**src/rtl/expu_pipe_ctrl.sv**
```systemverilog
// ---------------------------------------------------------------------------
// expu_pipe_ctrl
//
// Valid/ready controller for the exponential-unit row datapath. It tracks
// which of the row's NUM_REGS pipeline stages hold valid data and drives the
// per-stage register enables and synchronous clear. It also carries a
// sideband tag in step with each operand. The controller has no arithmetic of
// its own; it sits beside the row and drives the row's enable/clear inputs.
//
// Parameters:
//   NUM_REGS   number of row pipeline stages (>= 1)
//   TAG_WIDTH  width of the sideband tag (>= 1)
//   CNT_WIDTH  width of the optional output-stall counter
//
// Ports:
//   clk_i        clock, rising edge
//   rst_ni       asynchronous reset, active low
//   clear_i      synchronous flush of all stages (beats every other event)
//   valid_i      upstream operand valid
//   ready_o      operand accepted this cycle
//   tag_i        tag accompanying the upstream operand
//   valid_o      result valid at the row output
//   ready_i      downstream accepts the result
//   tag_o        tag of the current result
//   enable_o     per-stage enables, bit k loads stage k+1
//   clear_o      clear to the row, a combinational copy of clear_i
//   busy_o       at least one stage holds valid data
//   stall_cnt_o  saturating count of cycles with valid_o & !ready_i
//
// Optional feature:
//   EXPU_PIPE_CTRL_STALL_CNT_EN  when defined, builds the stall counter;
//                                otherwise stall_cnt_o is tied to zero.
// ---------------------------------------------------------------------------
module expu_pipe_ctrl #(
  parameter int unsigned NUM_REGS  = 2,
  parameter int unsigned TAG_WIDTH = 8,
  parameter int unsigned CNT_WIDTH = 32
) (
  input  logic                 clk_i,
  input  logic                 rst_ni,
  input  logic                 clear_i,
  input  logic                 valid_i,
  output logic                 ready_o,
  input  logic [TAG_WIDTH-1:0] tag_i,
  output logic                 valid_o,
  input  logic                 ready_i,
  output logic [TAG_WIDTH-1:0] tag_o,
  output logic [NUM_REGS-1:0]  enable_o,
  output logic                 clear_o,
  output logic                 busy_o,
  output logic [CNT_WIDTH-1:0] stall_cnt_o
);

  localparam int N = int'(NUM_REGS);

  generate
    if (NUM_REGS < 1) begin : g_badNumRegs
      $error("expu_pipe_ctrl: NUM_REGS must be at least 1");
    end
    if (TAG_WIDTH < 1) begin : g_badTagWidth
      $error("expu_pipe_ctrl: TAG_WIDTH must be at least 1");
    end
  endgenerate

  // Index k here is stage k+1 in the row's numbering.
  logic [N-1:0]         r_valid;
  logic [TAG_WIDTH-1:0] r_tag [N];

  logic [N-1:0]         w_rdy;
  logic [N-1:0]         w_pv;
  logic [TAG_WIDTH-1:0] w_tagIn [N];
  logic [N-1:0]         w_en;

  // Ready ripples back from the output: a stage can take new data if it is
  // empty or if its current content moves on this cycle. The chain is kept
  // in a local accumulator so the vector is never read in its own block.
  always_comb begin
    logic rdyAcc;
    rdyAcc = ready_i;
    w_rdy  = '0;
    for (int k = N - 1; k >= 0; k--) begin
      rdyAcc   = ~r_valid[k] | rdyAcc;
      w_rdy[k] = rdyAcc;
    end
  end

  // What each stage would receive: stage 1 is fed from upstream, every
  // later stage from the stage in front of it.
  always_comb begin
    w_pv       = '0;
    w_pv[0]    = valid_i;
    w_tagIn    = '{default: '0};
    w_tagIn[0] = tag_i;
    for (int k = 1; k < N; k++) begin
      w_pv[k]    = r_valid[k-1];
      w_tagIn[k] = r_tag[k-1];
    end
  end

  // Enables fire only when real data enters a stage, so bubbles leave the
  // row's data registers (and our tags) untouched.
  assign w_en = w_rdy & w_pv & {N{~clear_i}};

  always_ff @(posedge clk_i or negedge rst_ni) begin
    if (!rst_ni) begin
      r_valid <= '0;
      for (int k = 0; k < N; k++) r_tag[k] <= '0;
    end else if (clear_i) begin
      r_valid <= '0;
      for (int k = 0; k < N; k++) r_tag[k] <= '0;
    end else begin
      for (int k = 0; k < N; k++) begin
        if (w_rdy[k]) r_valid[k] <= w_pv[k];
        if (w_en[k])  r_tag[k]   <= w_tagIn[k];
      end
    end
  end

  assign ready_o  = w_rdy[0] & ~clear_i;
  assign valid_o  = r_valid[N-1] & ~clear_i;
  assign tag_o    = r_tag[N-1];
  assign enable_o = w_en;
  assign clear_o  = clear_i;
  assign busy_o   = |r_valid;

`ifdef EXPU_PIPE_CTRL_STALL_CNT_EN
  logic [CNT_WIDTH-1:0] r_stallCnt;
  logic                 w_stall;

  // valid_o is already masked by clear_i, and clear is checked first, so a
  // flush always wins over a stall increment.
  assign w_stall = valid_o & ~ready_i;

  always_ff @(posedge clk_i or negedge rst_ni) begin
    if (!rst_ni) begin
      r_stallCnt <= '0;
    end else if (clear_i) begin
      r_stallCnt <= '0;
    end else if (w_stall && (r_stallCnt != '1)) begin
      r_stallCnt <= r_stallCnt + CNT_WIDTH'(1);
    end
  end

  assign stall_cnt_o = r_stallCnt;
`else
  assign stall_cnt_o = '0;
`endif

endmodule
```
**config.mk**
```make
export PLATFORM = sky130hd
export DESIGN_NAME = expu_pipe_ctrl
export DESIGN_NICKNAME = d
export VERILOG_FILES = /design/src/rtl/expu_pipe_ctrl.sv
export SDC_FILE = /design/constraint.sdc
export NUM_CORES = 1
export LEC_CHECK = 0
export CORE_AREA = 2 2 59 61
export CTS_BUF_LIST = sky130_fd_sc_hd__clkbuf_4
export DETAILED_ROUTE_END_ITERATION = 10
export DIE_AREA = 0 0 61 63
export PLACE_DENSITY = 0.74
export SETUP_SLACK_MARGIN = 0.05
export SKIP_LAST_GASP = 1
export SYNTH_ARGS = -nofsm -noshare
export SYNTH_HDL_FRONTEND = slang
export SYNTH_SLANG_ARGS = --single-unit
```
**constraint.sdc**
```tcl
create_clock -name clk_i -period 1 [get_ports clk_i]
set_input_delay 0.15 -clock clk_i [delete_from_list [all_inputs] [get_ports clk_i]]
set_output_delay 0.15 -clock clk_i [all_outputs]
set_load 0.01 [all_outputs]
```
==> summary.txt, run 1 <==
Floorplan
  • Num rows: 21
  • Die Y: 63 µm
  • Die W: 61 µm
  • Starting density of the core: 33.1%
  • Die ar.: about 3800 µm²
  • Core Box Area: around 3200 µm²
  • # IOs: 59

Setup path
  • Crit. End Element: primary output
  • CP Data Required Time: 0.85 ns
  • Reg2reg setup slack: -0.28 ns
  • Worst reg-to-reg path cell count: 5
  • Max FO, Critical Path: 3
  • Worst reg2reg endpoint: tag_o[4]$_DFFE_PN0P_
  • WP data arrival: around 1.3 ns
  • Worst reg2reg path startpoint: r_valid[1]$_DFFE_PN0P_
  • Setup Crit Path Kind: flip-flop to primary output
  • Worst Setup Start Kind: flip-flop

STA
  • Slew Viols, Final: 0
  • Setup violators final: 22
  • Max Fclk: 669 MHz
  • Clock skew: 0.00366 ns
  • Final Worst Setup Slack: -0.494 ns
  • Tmin final: between 1 and 1.5 ns
  • Tcrit/Tclk final: 149%
  • Final hold violation count: 0
  • TNS Setup: -5.97 ns
  • Worst hold slack: ~0.17 ns
  • RSZ-0062 raised after global routing: true

Power and ir drop
  • Tot Pwr: 1.46 mW
  • Pleak: 0.725 nW
  • Pwr dens: approximately 1100 nW/µm²
  • Maximum vdd drop: 0.456 mV

Placement
  • Gp weighted congestion: 0.814
  • PortBufs: 26
  • Post-DP HPWL: 1480 µm
  • Setup WS pre-CTS: -0.730 ns
  • Inst Count DP: 177

Cells and area
  • P&R area growth vs syn: 29.9%
  • Commonest cells after routing, fill and taps aside: conb_1 (32), buf_4 (18), dfrtp_1 (18)
  • Non-filler cells, final: 195
  • Commonest non-fill, non-tap cell in the layout: conb_1
  • Diodes inserted: 0
  • Nets: ~160
  • Ratio of cells with drive above 1 in the final layout: 34.9%

Yosys
  • Syn. warnings: 0
  • Number of synthesized register bits: 18
  • Mux contribution to synthesized area: 0%
  • Synth Area in Simple Gates: 10.3%
  • Main combinational cell family by area after synthesis: buffers and inverters
  • Post-Synthesis Cell Area: 1070 µm²
  • Synthesized instance count: 109
  • Post-synthesis xor/xnor area fraction: 0%
  • Compound-gate portion of the synthesized area: 16.3%
  • Avg Synthesized Cell Area: 9.81 µm²
  • Register area share after synthesis: 42.1%
  • Synth cell types: 19
  • Post-synthesis adder-cell area fraction: 0%

Global routing
  • First-pass GRT wire length: 3240 µm
  • Initial antenna violation count: 0
  • Total Routing Usage GR: 11.2%
  • Congestion Overflow GR: 0
  • Largest net degree at the start of global routing: 19
  • Vias in the first global route: 695

Drt
  • Metal2 WL: 963 µm
  • DRT Wirelength: ~2000 µm
  • WL met3: 147 µm
  • Antenna-violating nets left: 0
  • DRC errors left: 0
  • DR pass1 iterations: 4
  • Routed wire length per instance: 9.98 µm
  • DRT met1 WL: about 780 µm
  • DR iter-0 viols: 17
  • Via/cell ratio: 3.96
  • Total number of vias: between 700 and 800
  • Max Used Layer: met4

Clocking
  • Root Buffer Master: clkbuf_4
  • CTS tree: built
  • Clock Sink Count: 18
  • Clock buffer count from CTS: 3
  • Clock-pin slew on the worst setup and hold paths: ~0.10 ns
  • Clock buffer depth: 2
  • CTS H-tree lvls: 1
  • Clk Latency, worst-skew pair: 0.29 ns

Job
  • Max-Cap Viols: 0

Run status
  • Status: finished, violations left
  • Failing checks: setup timing

Worst hold path
  • Worst Hold Class: input port to asynchronous set/reset pin
==> final cells by class <==
cell class	count	area [µm²]
Timing Repair Buffer	50	404
Fill cell	331	1840
Sequential cell	18	450
Inverter	2	7.51
Multi-Input combinational cell	75	444
Clock buffer	3	22.5
Clock inverter	1	3.75
Tap cell	46	57.6
==> through the flow <==
stage | area (µm²) | utilization, %
6_report | 1390 | 43.0
5_1_grt | 1390 | 43.0
4_1_cts | 1330 | 41.1
3_5_place_dp | 1270 | 39.3
3_3_place_gp | 1270 | 39.3
2_1_floorplan | 1210 | -
==> registers in the layout (all words and copies together), names as in the netlist <==
register / flops
r_valid: 2
tag_o: 8
r_tag: 8
==> power by group <==
| part | switching [mW] | internal (mW) | leakage [nW] |
|---|---|---|---|
| sequential | 0.0204 | 0.758 | 0.244 |
| combinational | 0.171 | 0.149 | 0.466 |
| clock | 0.216 | 0.145 | 0.0154 |
| total | 0.408 | 1.05 | 0.725 |
==> synth_stat cells <==
| library cell | count | area [µm²] |
|---|---|---|
| a21oi_1 | 11 | 55.1 |
| a21oi_2 | 1 | 8.76 |
| a22o_1 | 8 | 70.1 |
| and2b_1 | 1 | 7.51 |
| buf_2 | 1 | 5.00 |
| buf_4 | 41 | 308 |
| clkbuf_1 | 3 | 11.3 |
| conb_1 | 1 | 3.75 |
| dfrtp_1 | 18 | 450 |
| inv_1 | 1 | 3.75 |
| inv_2 | 1 | 3.75 |
| nand2b_1 | 1 | 6.26 |
| nand3_1 | 8 | 40.0 |
| nand3b_4 | 1 | 20.0 |
| nor2b_1 | 1 | 6.26 |
| nor3_1 | 1 | 5.00 |
| nor3b_4 | 1 | 18.8 |
| o21ai_1 | 8 | 40.0 |
| or2_1 | 1 | 6.26 |
==> logic make-up (layout without fill, tap and decap cells) <==
family	Yosys count	in the layout
buffers and inverters	47	56
other	1	32
AND/OR/NAND/NOR	15	15
flip-flops	18	18
AO/OA/AOI/OAI	28	28
==> per-layer routing <==
metal	vias to the layer above	global-route usage, %
li1	383	-
met1	346	14.7
met2	38	16.7
met3	5	1.66
met4	0	7.34
met5	-	0
==> how the worst max path moves through the flow <==
| stage | startpoint | end | cells after the start | slack (ns) |
|---|---|---|---|---|
| after floorplan | r_valid[0]$_DFFE_PN0P_ | r_tag[10]$_DFFE_PN0P_ | 3 | -0.12 |
| after global placement | ready_i | enable_o[0] | 4 | -0.73 |
| after detailed placement | ready_i | ready_o | 4 | -0.73 |
| after CTS | r_valid[1]$_DFFE_PN0P_ | ready_o | 4 | -0.49 |
| after global routing | r_valid[1]$_DFFE_PN0P_ | enable_o[1] | 4 | -0.51 |
| final | r_valid[1]$_DFFE_PN0P_ | ready_o | 4 | -0.49 |
==> timing repair <==
| item | 4_1_cts | 5_1_grt |
|---|---|---|
| pin swaps | 10 | 7 |
| buffers inserted | 9 | 8 |
| setup endpoints to repair | 31 | 31 |
| hold buffers | 0 | 0 |
| resized for setup | 65 | 7 |
==> worst max-delay path, cell delays in order (launching register included) <==
cell and delay [ns]:
dfrtp_1 0.42, buf_6 0.14, and2b_2 0.22, a21oi_4 0.15, buf_6 0.12
No activity file was read; power rests on OpenSTA's default activity.
==> inputs of run 2 (changes only) <==
CORE_AREA = 2 2 50 71   (was 2 2 59 61)
DIE_AREA = 0 0 52 73   (was 0 0 61 63)
RECOVER_POWER = 25   (was not set)
==> run 2 against run 1 <==
The flow still finishes with violations (setup timing); utilization down 1.3 points; maximum frequency grew 4.0%; design area down 3.2%; die area down 1.2%; hold slack improved by 0.16 ns.
==> summary.txt, run 2 (synthesized netlist as in run 1, its figures left out) <==
Setup path
  • Largest delay share family, worst path: flip-flops (unchanged)
  • CP Data Required Time: 0.85 ns (about the same)
  • CP endpoint: enable_o[1] (was ready_o)
  • Worst reg-to-reg path cell count: 5 (unchanged)
  • Critical path's largest stage delay: 0.40 ns (was 0.42 ns)
  • Setup crit start: r_valid[1]$_DFFE_PN0P_ (unchanged)
  • Crit path max-delay cell type: dfrtp_1 (unchanged)
  • CP Cell Sequence: buf_6 > and2b_2 > nor3_2 > buf_2 (was buf_6 > and2b_2 > a21oi_4 > buf_6)
  • Bufs and invs on worst path: 2 (unchanged)
  • Reg2reg setup slack: -0.24 ns (was -0.28 ns)
  • WP depth: 4 (unchanged)
  • Worst Setup Start Kind: flip-flop (unchanged)
  • Worst reg2reg path startpoint: r_valid[1]$_DFFE_PN0P_ (unchanged)
  • Worst reg2reg endpoint: tag_o[1]$_DFFE_PN0P_ (was tag_o[4]$_DFFE_PN0P_)
  • Crit. End Element: primary output (unchanged)
  • Max FO, Critical Path: 3 (unchanged)
  • Setup Crit Path Kind: flip-flop to primary output (unchanged)
  • WP data arrival: 1.29 ns (was 1.34 ns)

Power and ir drop
  • Maximum vdd drop: 0.617 mV (was 0.456 mV)
  • Pwr dens: 1070 nW/µm² (was 1050 nW/µm²)
  • Pleak: 0.695 nW (was 0.725 nW)
  • Internal Power: 1.04 mW (was 1.05 mW)
  • Clock power share: 23.7% (was 24.8%)
  • Switch share: 27.7% (was 27.9%)
  • Combinational Power Share: 22.1% (was 21.9%)
  • NetSw: 0.398 mW (was 0.408 mW)
  • Tot Pwr: 1.44 mW (was 1.46 mW)
  • Share of power burned in registers: 54.2% (was 53.3%)

Cells and area
  • Final Core Density: 41.7% (was 43.0%)
  • P&R area growth vs syn: 25.7% (was 29.9%)
  • Ratio of cells with drive above 1 in the final layout: 32.4% (was 34.9%)
  • # fillers: 335 (was 331)
  • Commonest non-fill, non-tap cell in the layout: conb_1 (unchanged)
  • Register area: 450 µm² (unchanged)
  • Non-filler cells, final: 182 (was 195)
  • Fin area: 1350 µm² (was 1390 µm²)
  • Diodes inserted: 0 (unchanged)
  • Commonest cells after routing, fill and taps aside: conb_1 (32), dfrtp_1 (18), clkdlybuf4s50_1 (11), buf_2 (11), buf_4 (11) (was conb_1 (32), buf_4 (18), dfrtp_1 (18))
  • Nets: 157 (was 163)
  • Multi-input combinational cell area: 462 µm² (was 444 µm²)

Drt
  • Routed wire length per instance: 11.7 µm (was 9.98 µm)
  • DR iter-0 viols: 14 (was 17)
  • DRT Wirelength: 2130 µm (was 1950 µm)
  • Total number of vias: 764 (was 772)
  • DRC errors left: 0 (unchanged)
  • Via/cell ratio: 4.20 (was 3.96)
  • DR pass1 iterations: 3 (was 4)
  • Antenna-violating nets left: 0 (unchanged)

Floorplan
  • Die Y: 73 µm (was 63 µm)
  • Starting density of the core: 33.2% (was 33.1%)
  • Core Box Area: 3220 µm² (was 3230 µm²)
  • Die ar.: 3800 µm² (was 3840 µm²)
  • Num rows: 25 (was 21)
  • Die W: 52 µm (was 61 µm)
  • # IOs: 59 (unchanged)

Global routing
  • GR peak layer: met2 (unchanged)
  • Largest net degree at the start of global routing: 19 (unchanged)
  • Met1 global-route usage: 12.8% (was 14.7%)
  • Total Routing Usage GR: 11.8% (was 11.2%)
  • Initial antenna violation count: 0 (unchanged)
  • Met3 Use GR: 2.66% (was 1.66%)
  • GRT met2 Usage: 21.1% (was 16.7%)
  • Vias in the first global route: 731 (was 695)
  • Congestion Overflow GR: 0 (unchanged)
  • First-pass GRT wire length: 3370 µm (was 3240 µm)

Clocking
  • Root Buffer Master: clkbuf_4 (unchanged)
  • Clk Latency, worst-skew pair: 0.28 ns (was 0.29 ns)
  • Clock Sink Count: 18 (unchanged)
  • CTS tree: built (unchanged)
  • Clock buffer depth: 2 (unchanged)
  • Clock-pin slew on the worst setup and hold paths: 0.10 ns (about the same)
  • Clock buffer count from CTS: 3 (unchanged)
  • CTS H-tree lvls: 1 (unchanged)

STA
  • RSZ-0062 raised after global routing: true (unchanged)
  • Tcrit/Tclk final: 144% (was 149%)
  • Tmin final: 1.44 ns (was 1.49 ns)
  • Final hold violation count: 0 (unchanged)
  • Final Worst Setup Slack: -0.437 ns (was -0.494 ns)
  • Slew Viols, Final: 0 (unchanged)
  • Worst hold slack: 0.325 ns (was 0.168 ns)
  • Clock skew: 0.00358 ns (was 0.00366 ns)
  • Setup violators final: 22 (unchanged)
  • Max Fclk: 696 MHz (was 669 MHz)
  • TNS Setup: -5.43 ns (was -5.97 ns)

Placement
  • Inst Count DP: 171 (was 177)
  • Area after DPL: 1260 µm² (was 1270 µm²)
  • PortBufs: 26 (unchanged)
  • Gp weighted congestion: 0.732 (was 0.814)
  • Post-DP HPWL: 1600 µm (was 1480 µm)
  • Setup WS pre-CTS: -0.724 ns (was -0.730 ns)

Run status
  • Failing checks: setup timing (unchanged)
  • Status: finished, violations left (unchanged)

Job
  • Max-Cap Viols: 0 (unchanged)

Worst hold path
  • Worst Hold Class: input port to asynchronous set/reset pin (unchanged)
-- run 2: area by class of cell --
cell class	count	area share, %
multi-input cells	76	34.3
flip-flops and latches	18	33.5
repair buffers	43	26.2
well taps	40	3.72
clock buffers	3	1.67
inverters	2	0.558
-- run 2: worst min-delay path by stage --
stage	slack [ns]	cells after the start	from	endpoint
floorplan	-0.15	0	rst_ni	r_tag[10]$_DFFE_PN0P_
global placement	0.48	1	r_tag[14]$_DFFE_PN0P_	r_tag[14]$_DFFE_PN0P_
detailed placement	0.49	2	rst_ni	tag_o[7]$_DFFE_PN0P_
CTS	0.18	2	rst_ni	r_tag[10]$_DFFE_PN0P_
global route	0.37	2	rst_ni	tag_o[7]$_DFFE_PN0P_
finish	0.33	2	rst_ni	r_tag[10]$_DFFE_PN0P_
-- run 2: metal layers --
metal / up-vias / wire length [µm]
met5: - / 0
met4: 0 / 17
met3: 2 / 199
met2: 42 / 1190
met1: 355 / 724
li1: 365 / -
-- run 2: repair_timing --
| action | in CTS | in global routing |
|---|---|---|
| setup endpoints to repair | 31 | 32 |
| resized for setup | 64 | 8 |
| hold endpoints to repair | 0 | 0 |
| cloned | 0 | 1 |
| setup buffers | 4 | 5 |
| hold buffers | 0 | 0 |
| pin swaps | 9 | 4 |
-- run 2: power groups by stage --
stage / clock (mW) / combinational, mW / sequential [mW]
floorplan: 0 / 0.256 / 0.788
global placement: 0 / 0.289 / 0.793
detailed placement: 0 / 0.295 / 0.795
CTS: 0.340 / 0.304 / 0.779
global route: 0.371 / 0.351 / 0.783
finish: 0.340 / 0.318 / 0.779
-- run 2: worst reg2reg max path: stages, from the launching register on --
cell and delay, ns:
dfrtp_1 0.40, buf_6 0.13, and2b_2 0.22, buf_4 0.18, o21ai_1 0.12, a21oi_1 0.08
==> inputs of run 3 (changes only) <==
SETUP_SLACK_MARGIN = 0.3   (was 0.05)
==> run 3 against run 2 <==
The run still ends with setup timing left; power up 2.0%; combinational power increased by 5%; setup slack got worse by 0.012 ns; clock-buffer cell count unchanged; critical path depth did not move; critical path type unchanged; highest routed layer unchanged.
==> summary.txt, run 3 (synthesized netlist as in run 1, its figures left out) <==
Cells and area
  • Final Core Density: 44.1% (was 41.7%)
  • Commonest cells after routing, fill and taps aside: conb_1 (32), dfrtp_1 (17), buf_4 (16) (was conb_1 (32), dfrtp_1 (18), clkdlybuf4s50_1 (11), buf_2 (11), buf_4 (11))
  • # fillers: 319 (was 335)
  • Diodes inserted: 0 (unchanged)
  • Commonest non-fill, non-tap cell in the layout: conb_1 (unchanged)
  • P&R area growth vs syn: 32.9% (was 25.7%)
  • Nets: 163 (was 157)
  • Ratio of cells with drive above 1 in the final layout: 41.6% (was 32.4%)

Setup path
  • Crit path max-delay cell type: dfrtp_1 (unchanged)
  • Worst Setup Start Kind: flip-flop (unchanged)
  • Bufs and invs on worst path: 2 (unchanged)
  • WP depth: 4 (unchanged)
  • Largest delay share family, worst path: flip-flops (unchanged)
  • CP Cell Sequence: buf_6 > nand3b_4 > nor3b_4 > buf_2 (was buf_6 > and2b_2 > nor3_2 > buf_2)
  • Worst reg-to-reg path cell count: 7 (was 5)
  • Critical path's largest stage delay: 0.44 ns (was 0.40 ns)
  • WP data arrival: 1.30 ns (was 1.29 ns)
  • Crit. End Element: primary output (unchanged)
  • CP Data Required Time: 0.85 ns (about the same)
  • Max FO, Critical Path: 3 (unchanged)
  • Setup Crit Path Kind: flip-flop to primary output (unchanged)

STA
  • Max Fclk: 690 MHz (was 696 MHz)
  • TNS Setup: -6.96 ns (was -5.43 ns)
  • Tcrit/Tclk final: 145% (was 144%)
  • RSZ-0062 raised after global routing: true (unchanged)
  • Setup violators final: 22 (unchanged)
  • Tmin final: 1.45 ns (was 1.44 ns)
  • Final Worst Setup Slack: -0.449 ns (was -0.437 ns)
  • Clock skew: 0.00727 ns (was 0.00358 ns)
  • Final hold violation count: 0 (unchanged)
  • Slew Viols, Final: 0 (unchanged)

Drt
  • Antenna-violating nets left: 0 (unchanged)
  • DRT met1 WL: 734 µm (was 724 µm)
  • Max Used Layer: met4 (unchanged)
  • WL met3: 167 µm (was 199 µm)
  • DR iter-0 viols: 11 (was 14)
  • DR pass1 iterations: 3 (unchanged)
  • DRC errors left: 0 (unchanged)
  • Metal2 WL: 1110 µm (was 1190 µm)
  • Via/cell ratio: 4.14 (was 4.20)
  • Routed wire length per instance: 10.7 µm (was 11.7 µm)
  • DRT Wirelength: 2020 µm (was 2130 µm)
  • Total number of vias: 782 (was 764)

Global routing
  • Vias in the first global route: 705 (was 731)
  • Total Routing Usage GR: 10.8% (was 11.8%)
  • Largest net degree at the start of global routing: 19 (unchanged)
  • First-pass GRT wire length: 3120 µm (was 3370 µm)
  • Congestion Overflow GR: 0 (unchanged)
  • Initial antenna violation count: 0 (unchanged)

Clocking
  • Root Buffer Master: clkbuf_4 (unchanged)
  • CTS H-tree lvls: 1 (unchanged)
  • Clock buffer depth: 2 (unchanged)
  • Clk Latency, worst-skew pair: 0.28 ns (about the same)
  • CTS tree: built (unchanged)
  • Clock buffer count from CTS: 3 (unchanged)
  • Clock-pin slew on the worst setup and hold paths: 0.10 ns (about the same)
  • Clock Sink Count: 18 (unchanged)

Floorplan
  • Die Y: 73 µm (unchanged)
  • Core Box Area: 3220 µm² (unchanged)
  • Die ar.: 3800 µm² (unchanged)
  • Die W: 52 µm (unchanged)
  • Num rows: 25 (unchanged)
  • # IOs: 59 (unchanged)
  • Starting density of the core: 33.2% (unchanged)

Power and ir drop
  • Share of power burned in registers: 53.1% (was 54.2%)
  • Maximum vdd drop: 0.658 mV (was 0.617 mV)
  • Switch share: 27.9% (was 27.7%)
  • Pwr dens: 1030 nW/µm² (was 1070 nW/µm²)
  • Pleak: 0.728 nW (was 0.695 nW)
  • Clock power share: 24.0% (was 23.7%)
  • NetSw: 0.409 mW (was 0.398 mW)
  • Internal Power: 1.06 mW (was 1.04 mW)
  • Combinational Power Share: 22.9% (was 22.1%)

Placement
  • Post-DP HPWL: 1540 µm (was 1600 µm)
  • Gp weighted congestion: 0.745 (was 0.732)
  • PortBufs: 26 (unchanged)

Job
  • Max-Cap Viols: 0 (unchanged)

Worst hold path
  • Worst Hold Class: input port to flip-flop (was input port to asynchronous set/reset pin)
  • Hold Path Depth: 3

Run status
  • Status: finished, violations left (unchanged)
  • Failing checks: setup timing (unchanged)
[run 3: worst paths after layout]
| path | startpoint | end | slack (ns) |
|---|---|---|---|
| setup / recovery | r_valid[1]$_DFFE_PN0P_ | enable_o[0] | -0.45 |
| hold / removal | clear_i | r_valid[0]$_DFFE_PN0P_ | 0.27 |
| setup reg to reg | r_valid[1]$_DFFE_PN0P_ | r_tag[11]$_DFFE_PN0P_ | -0.39 |
| hold reg to reg | r_tag[15]$_DFFE_PN0P_ | r_tag[15]$_DFFE_PN0P_ | 0.50 |
| max in group asynchronous | rst_ni | r_valid[0]$_DFFE_PN0P_ | 0.35 |
| min in group asynchronous | rst_ni | tag_o[1]$_DFFE_PN0P_ | 0.33 |
[run 3: timing repair]
action	in CTS	in global routing
resized for setup	74	11
gates cloned	1	0
buffers inserted	8	2
hold buffers	0	0
endpoints found under the setup margin	32	31
pin swaps	8	7
[run 3: tightest hold or removal path: cells and delay by family]
kind	cells	cell delay, ns
AO/OA/AOI/OAI	1	0.04
buffers and inverters	2	0.33
[run 3: metrics by stage]
step	hold slack, ns	power [mW]	instances	instance area, µm²	worst slack [ns]
floorplan	-0.146	1.05	140	1230	-0.119
global placement	0.485	1.09	174	1290	-0.738
detailed placement	0.489	1.10	174	1290	-0.745
CTS	0.180	1.46	187	1370	-0.473
global route	0.256	1.56	189	1420	-0.517
finish	0.266	1.47	189	1420	-0.449
[run 3: cell type report]
| class | instances | area [µm²] | area share (%) |
|---|---|---|---|
| Multi-Input combinational cell | 75 | 477 | 33.5 |
| Sequential cell | 18 | 452 | 31.8 |
| Timing Repair Buffer | 50 | 409 | 28.8 |
| Tap cell | 40 | 50.0 | 3.52 |
| Clock buffer | 3 | 22.5 | 1.58 |
| Inverter | 2 | 7.51 | 0.528 |
| Clock inverter | 1 | 3.75 | 0.264 |
[run 3: power by group through the flow]
| stage | clock network (mW) | registers (mW) | logic (mW) |
|---|---|---|---|
| after global placement | 0 | 0.793 | 0.298 |
| after detailed placement | 0 | 0.795 | 0.304 |
| final | 0.352 | 0.779 | 0.335 |
| after CTS | 0.363 | 0.778 | 0.322 |
| after global routing | 0.406 | 0.783 | 0.368 |
| after floorplan | 0 | 0.788 | 0.261 |
[run 3: routing by layer]
metal	global-route usage [%]	vias to the layer above
met5	0	-
li1	-	376
met4	4.39	0
met1	11.3	364
met2	20.1	40
met3	2.25	2
